===== src/rtl/video_pixel_fifo.sv =====
// rtl/video_pixel_fifo.sv - word-in / pixel-out circular FIFO between line fetch and VGA timing
//
// Ports:
//   clk25MHz     pixel clock, all logic on its rising edge
//   reset_n      asynchronous active-low reset
//   wr_data      PIX_PER_WORD pixels, pixel 0 in the low bits and emitted first
//   wr_valid     word offered by the fetcher
//   wr_ready     room for a whole word (decoded from the registered level only)
//   rd_en        pop one pixel (active-video enable)
//   flush        synchronous clear at frame start, overrides write and read
//   video        registered pixel output
//   video_valid  video was popped on the previous edge
//   level        pixels stored
//   watermark_on level <= WATERMARK, refill request
//   empty/full   level == 0 / level == capacity
//   underflow    sticky, rd_en seen while empty; cleared by flush or reset
//
// Optional build macro VIDEO_PIXEL_FIFO_BLANK_EN: a read while empty drives
// video to 0 instead of holding the last pixel.
module video_pixel_fifo #(
    parameter int PIXEL_W      = 8,
    parameter int PIX_PER_WORD = 4,
    parameter int DEPTH_WORDS  = 16,
    parameter int WATERMARK    = 16
) (
    input  logic                                             clk25MHz,
    input  logic                                             reset_n,
    input  logic [PIXEL_W*PIX_PER_WORD-1:0]                  wr_data,
    input  logic                                             wr_valid,
    output logic                                             wr_ready,
    input  logic                                             rd_en,
    input  logic                                             flush,
    output logic [PIXEL_W-1:0]                               video,
    output logic                                             video_valid,
    output logic [$clog2(DEPTH_WORDS*PIX_PER_WORD+1)-1:0]    level,
    output logic                                             watermark_on,
    output logic                                             empty,
    output logic                                             full,
    output logic                                             underflow
);

    localparam int CAP    = DEPTH_WORDS * PIX_PER_WORD;
    localparam int LVL_W  = $clog2(CAP + 1);
    localparam int WORD_W = PIXEL_W * PIX_PER_WORD;
    localparam int WP_W   = $clog2(DEPTH_WORDS);
    localparam int PI_W   = (PIX_PER_WORD > 1) ? $clog2(PIX_PER_WORD) : 1;

    logic [WORD_W-1:0]  mem [DEPTH_WORDS];
    logic [WP_W-1:0]    wr_ptr;
    // Read pointer split into word index and pixel-within-word index so that
    // non-power-of-two PIX_PER_WORD still wraps without gaps.
    logic [WP_W-1:0]    rd_word;
    logic [PI_W-1:0]    rd_pix;
    logic [WORD_W-1:0]  rd_word_data;
    logic [PIXEL_W-1:0] rd_pixel;
    logic               wr_acc;
    logic               pop;

    assign empty        = (level == '0);
    assign full         = (level == LVL_W'(CAP));
    assign watermark_on = (level <= LVL_W'(WATERMARK));
    assign wr_ready     = (level <= LVL_W'(CAP - PIX_PER_WORD));

    // Flush wins over both sides; pop uses the registered empty, so a write
    // landing into an empty FIFO cannot be read in the same cycle.
    assign wr_acc = wr_valid && wr_ready && !flush;
    assign pop    = rd_en && !empty && !flush;

    always_comb begin
        rd_word_data = mem[rd_word];
        rd_pixel     = '0;
        for (int i = 0; i < PIX_PER_WORD; i++) begin
            if (rd_pix == PI_W'(i)) begin
                rd_pixel = rd_word_data[i*PIXEL_W +: PIXEL_W];
            end
        end
    end

    // Storage is not reset: level and pointers define which entries are live.
    always_ff @(posedge clk25MHz) begin
        if (wr_acc) begin
            mem[wr_ptr] <= wr_data;
        end
    end

    always_ff @(posedge clk25MHz or negedge reset_n) begin
        if (!reset_n) begin
            wr_ptr      <= '0;
            rd_word     <= '0;
            rd_pix      <= '0;
            level       <= '0;
            video       <= '0;
            video_valid <= 1'b0;
            underflow   <= 1'b0;
        end else if (flush) begin
            wr_ptr      <= '0;
            rd_word     <= '0;
            rd_pix      <= '0;
            level       <= '0;
            video_valid <= 1'b0;
            underflow   <= 1'b0;
        end else begin
            video_valid <= pop;
            if (wr_acc) begin
                wr_ptr <= wr_ptr + WP_W'(1);
            end
            if (pop) begin
                video <= rd_pixel;
                if (rd_pix == PI_W'(PIX_PER_WORD - 1)) begin
                    rd_pix  <= '0;
                    rd_word <= rd_word + WP_W'(1);
                end else begin
                    rd_pix <= rd_pix + PI_W'(1);
                end
            end else if (rd_en) begin
                underflow <= 1'b1;
`ifdef VIDEO_PIXEL_FIFO_BLANK_EN
                video <= '0;
`else
                video <= video;
`endif
            end
            level <= level + (wr_acc ? LVL_W'(PIX_PER_WORD) : LVL_W'(0))
                           - (pop ? LVL_W'(1) : LVL_W'(0));
        end
    end

endmodule


===== config.mk =====
export PLATFORM = sky130hd
export DESIGN_NAME = video_pixel_fifo
export DESIGN_NICKNAME = d
export VERILOG_FILES = /design/src/rtl/video_pixel_fifo.sv
export SDC_FILE = /design/constraint.sdc
export NUM_CORES = 1
export LEC_CHECK = 0
export ABC_AREA = 0
export CELL_PAD_IN_SITES_DETAIL_PLACEMENT = 1
export CELL_PAD_IN_SITES_GLOBAL_PLACEMENT = 2
export CORE_ASPECT_RATIO = 0.6
export CORE_MARGIN = 2
export CORE_UTILIZATION = 52
export CTS_BUF_LIST = sky130_fd_sc_hd__clkbuf_16
export DETAILED_ROUTE_END_ITERATION = 8
export PLACE_DENSITY = 0.95
export SLEW_MARGIN = 15
export SYNTH_ARGS = -nofsm -noshare
export SYNTH_HDL_FRONTEND = slang
export SYNTH_SLANG_ARGS = --single-unit
export TNS_END_PERCENT = 30

===== constraint.sdc =====
create_clock -name clk25MHz -period 5.9 [get_ports clk25MHz]
set_clock_uncertainty 0.1 [all_clocks]
set_input_delay 0.59 -clock clk25MHz [delete_from_list [all_inputs] [get_ports clk25MHz]]
set_output_delay 0.59 -clock clk25MHz [all_outputs]
set_load 0.05 [all_outputs]

==> results.cfg <==
[run_status]
status = finished, final reports clean

[placement]
place_ws_ns = 1.96
place.gp.congestion = 0.773
io_buffers = 57
hpwl_um = 31600
place_area_sq_um = 22400

[drt]
drt-pass1-iter-count = 5
drc = 0
ant_nets = 0
num_vias = 10905
wl_per_cell_um = 31.7
drt-total-wl_um = 54200
drtIter0Drc = 1226
vias_per_cell = 6.38

[clock_tree]
postCtsSetupRepairBufs = 0
htreeDepth = 2
cts-buffers-inserted = 48
path_clk_slew_ns = 0.06
clock-sinks = 539
hold_buffers = 0
cts_max_path_buffers = 3
insertion_delay_ns = 0.58
cts_tree = yes
cts_resized = 0
root_buffer = clkbuf_16

[die]
initial_core_util_pct = 52.8
core_area_sq_um = 40400
die_y_um = 161
rows = 57
die_x_um = 265
io-pin-count = 58
die-area_sq_um = 42700

[synth]
ys.flop_type = edfxtp_1
synth_area_sq_um = 21300
synth-async-reset-ratio_pct = 5.01
synth_common_cells = 512 x edfxtp_1, 90 x mux4_2, 76 x mux2i_1
syn_avg_cell_area_sq_um = 20.0
synthesis.nets = 1129
yosysSeqAreaShare_pct = 75.2
synth_top_area_share_pct = 72.1
yosys_warnings = 0
synthTopCellsByArea = edfxtp_1 72%, mux4_2 9.5%, mux2i_1 3.6%
synth_largest_area_cell = edfxtp_1
post-synth-top-count-cell = edfxtp_1
synth.distinct_cells = 53
synth-seq-cells = 539
synth_edf_count = 512
synthCells = 1069

[layout]
final_nets = 1200
fin_area_sq_um = 23900
syn_to_final_growth_pct = 12.2
drive_above_1_share_pct = 17.6

[setup_path]
cp.required_ns = 6.25
cp-start-kind = flip-flop
r2r_cells = 15
cp_data_arrival_time_ns = 4.17
path_max_fanout = 17
crit_path_end_kind = flip-flop
path_class = reg -> reg

[sta]
tns_ns = 0
timing.final.crit_share_pct = 64.7
fmax_ghz = 0.262
fin_ws_ns = 2.08
rsz0062_at_grt = no
tightest_slew_ns = 1.23
hold_violations = 0
min_period_ns = 3.82
setup_viol = 0
timing.slew.headroom_pct = 17.7
slew_violations = 0

[power_and_ir_drop]
leakage_nw = 7.52
cellPowerDensity_nw_per_um2 = 354
irDropWorstVdd_mv = 0.257

[global_routing]
overflow = 0
grt_max_degree = 75
grt_usage_pct = 26.0
grt_pass1_wl_um = 79900
gr-max-usage-layer = met2
antenna_found_initial = 1
use_met1_pct = 38.5
grt.met2_usage_pct = 40.9
use_met3_pct = 4.25
grt_pass1_vias = 11623

[flow_run]
cap_violations = 0

[min_path]
min_path_type = in -> async
==> critical path, cell delays in order, from the launching register on <==
cell and delay, ns:
dfrtp_1 0.45, nor4_1 0.43, and3_1 0.28, nor2b_1 0.14, nand2b_1 0.63, inv_1 0.23
ha_1 0.24, inv_1 0.07, ha_1 0.17, inv_1 0.06, fa_1 0.43, inv_1 0.07
a21o_1 0.10, a21oi_1 0.08, xnor2_1 0.15, nor2_1 0.05
==> sequential cells by signal, indices dropped and copies added, names as in the netlist <==
register     count
video_valid      1
underflow        1
rd_word          4
rd_pix           2
video            8
wr_ptr           4
mem            512
level            7
==> worst paths after layout <==
kind,startpoint,to,slack [ns]
worst max-delay path,level[3],level[5],2.08
worst min-delay path,reset_n,wr_ptr[3],0.33
worst max register to register,level[3],level[5],2.08
worst min register to register,video[7],video[7],0.44
max in group asynchronous,reset_n,rd_word[0],5.01
min in group clk25MHz,video[7],video[7],0.44
==> routing by layer <==
metal / up-vias / part of all wire, %
met5: - / 0
met4: 0 / 2.1
met3: 88 / 6.8
met2: 453 / 48
met1: 5859 / 43
li1: 4505 / -
==> placed cells by master (no fill, tap or decap), drive strengths merged, types with 22 or more instances in the layout <==
cell type	count
ha	22
mux4	93
nor2	24
edfxtp	512
inv	36
clkbuf	49
clkdlybuf4s50	57
mux2i	76
a21oi	27
nand2	29
dfrtp	27
==> final cells by class <==
cell class,instances,area (sq um)
Multi-Input combinational cell,454,4870
Fill cell,3402,16500
Tap cell,531,664
Clock buffer,49,1230
Clock inverter,37,293
Sequential cell,539,16100
Timing Repair Buffer,77,758
Inverter,20,75.1
Antenna cell,1,2.50
==> stage by stage <==
step	utilization [%]	total power, W	instances	hold slack (ns)
after floorplan	-	0.00505	1069	0.194
after global placement	55.3	0.00541	1619	0.417
after detailed placement	55.3	0.00546	1619	0.418
after CTS	59.1	0.00852	1705	0.331
after global routing	59.2	0.00873	1708	0.353
final	59.2	0.00849	1708	0.326
==> cells by family after synthesis <==
family	synth area share (%)
and+or+nand+nor	2.96
xor gates and xnor gates	0.369
buffers and inverters	2.13
DFF	75.2
AOI/OAI and AO/OA	3.91
muxes	14.0
adders and majority gates	1.38
==> where the power goes <==
part | leakage, nW | total [W] | internal, W | switching [W]
clock network | 0.803 | 0.00310 | 0.00172 | 0.00138
logic | 1.76 | 0.000995 | 0.000350 | 0.000645
registers | 4.96 | 0.00439 | 0.00430 | 0.0000932
Note: power is estimated with default switching activity, not from simulation.
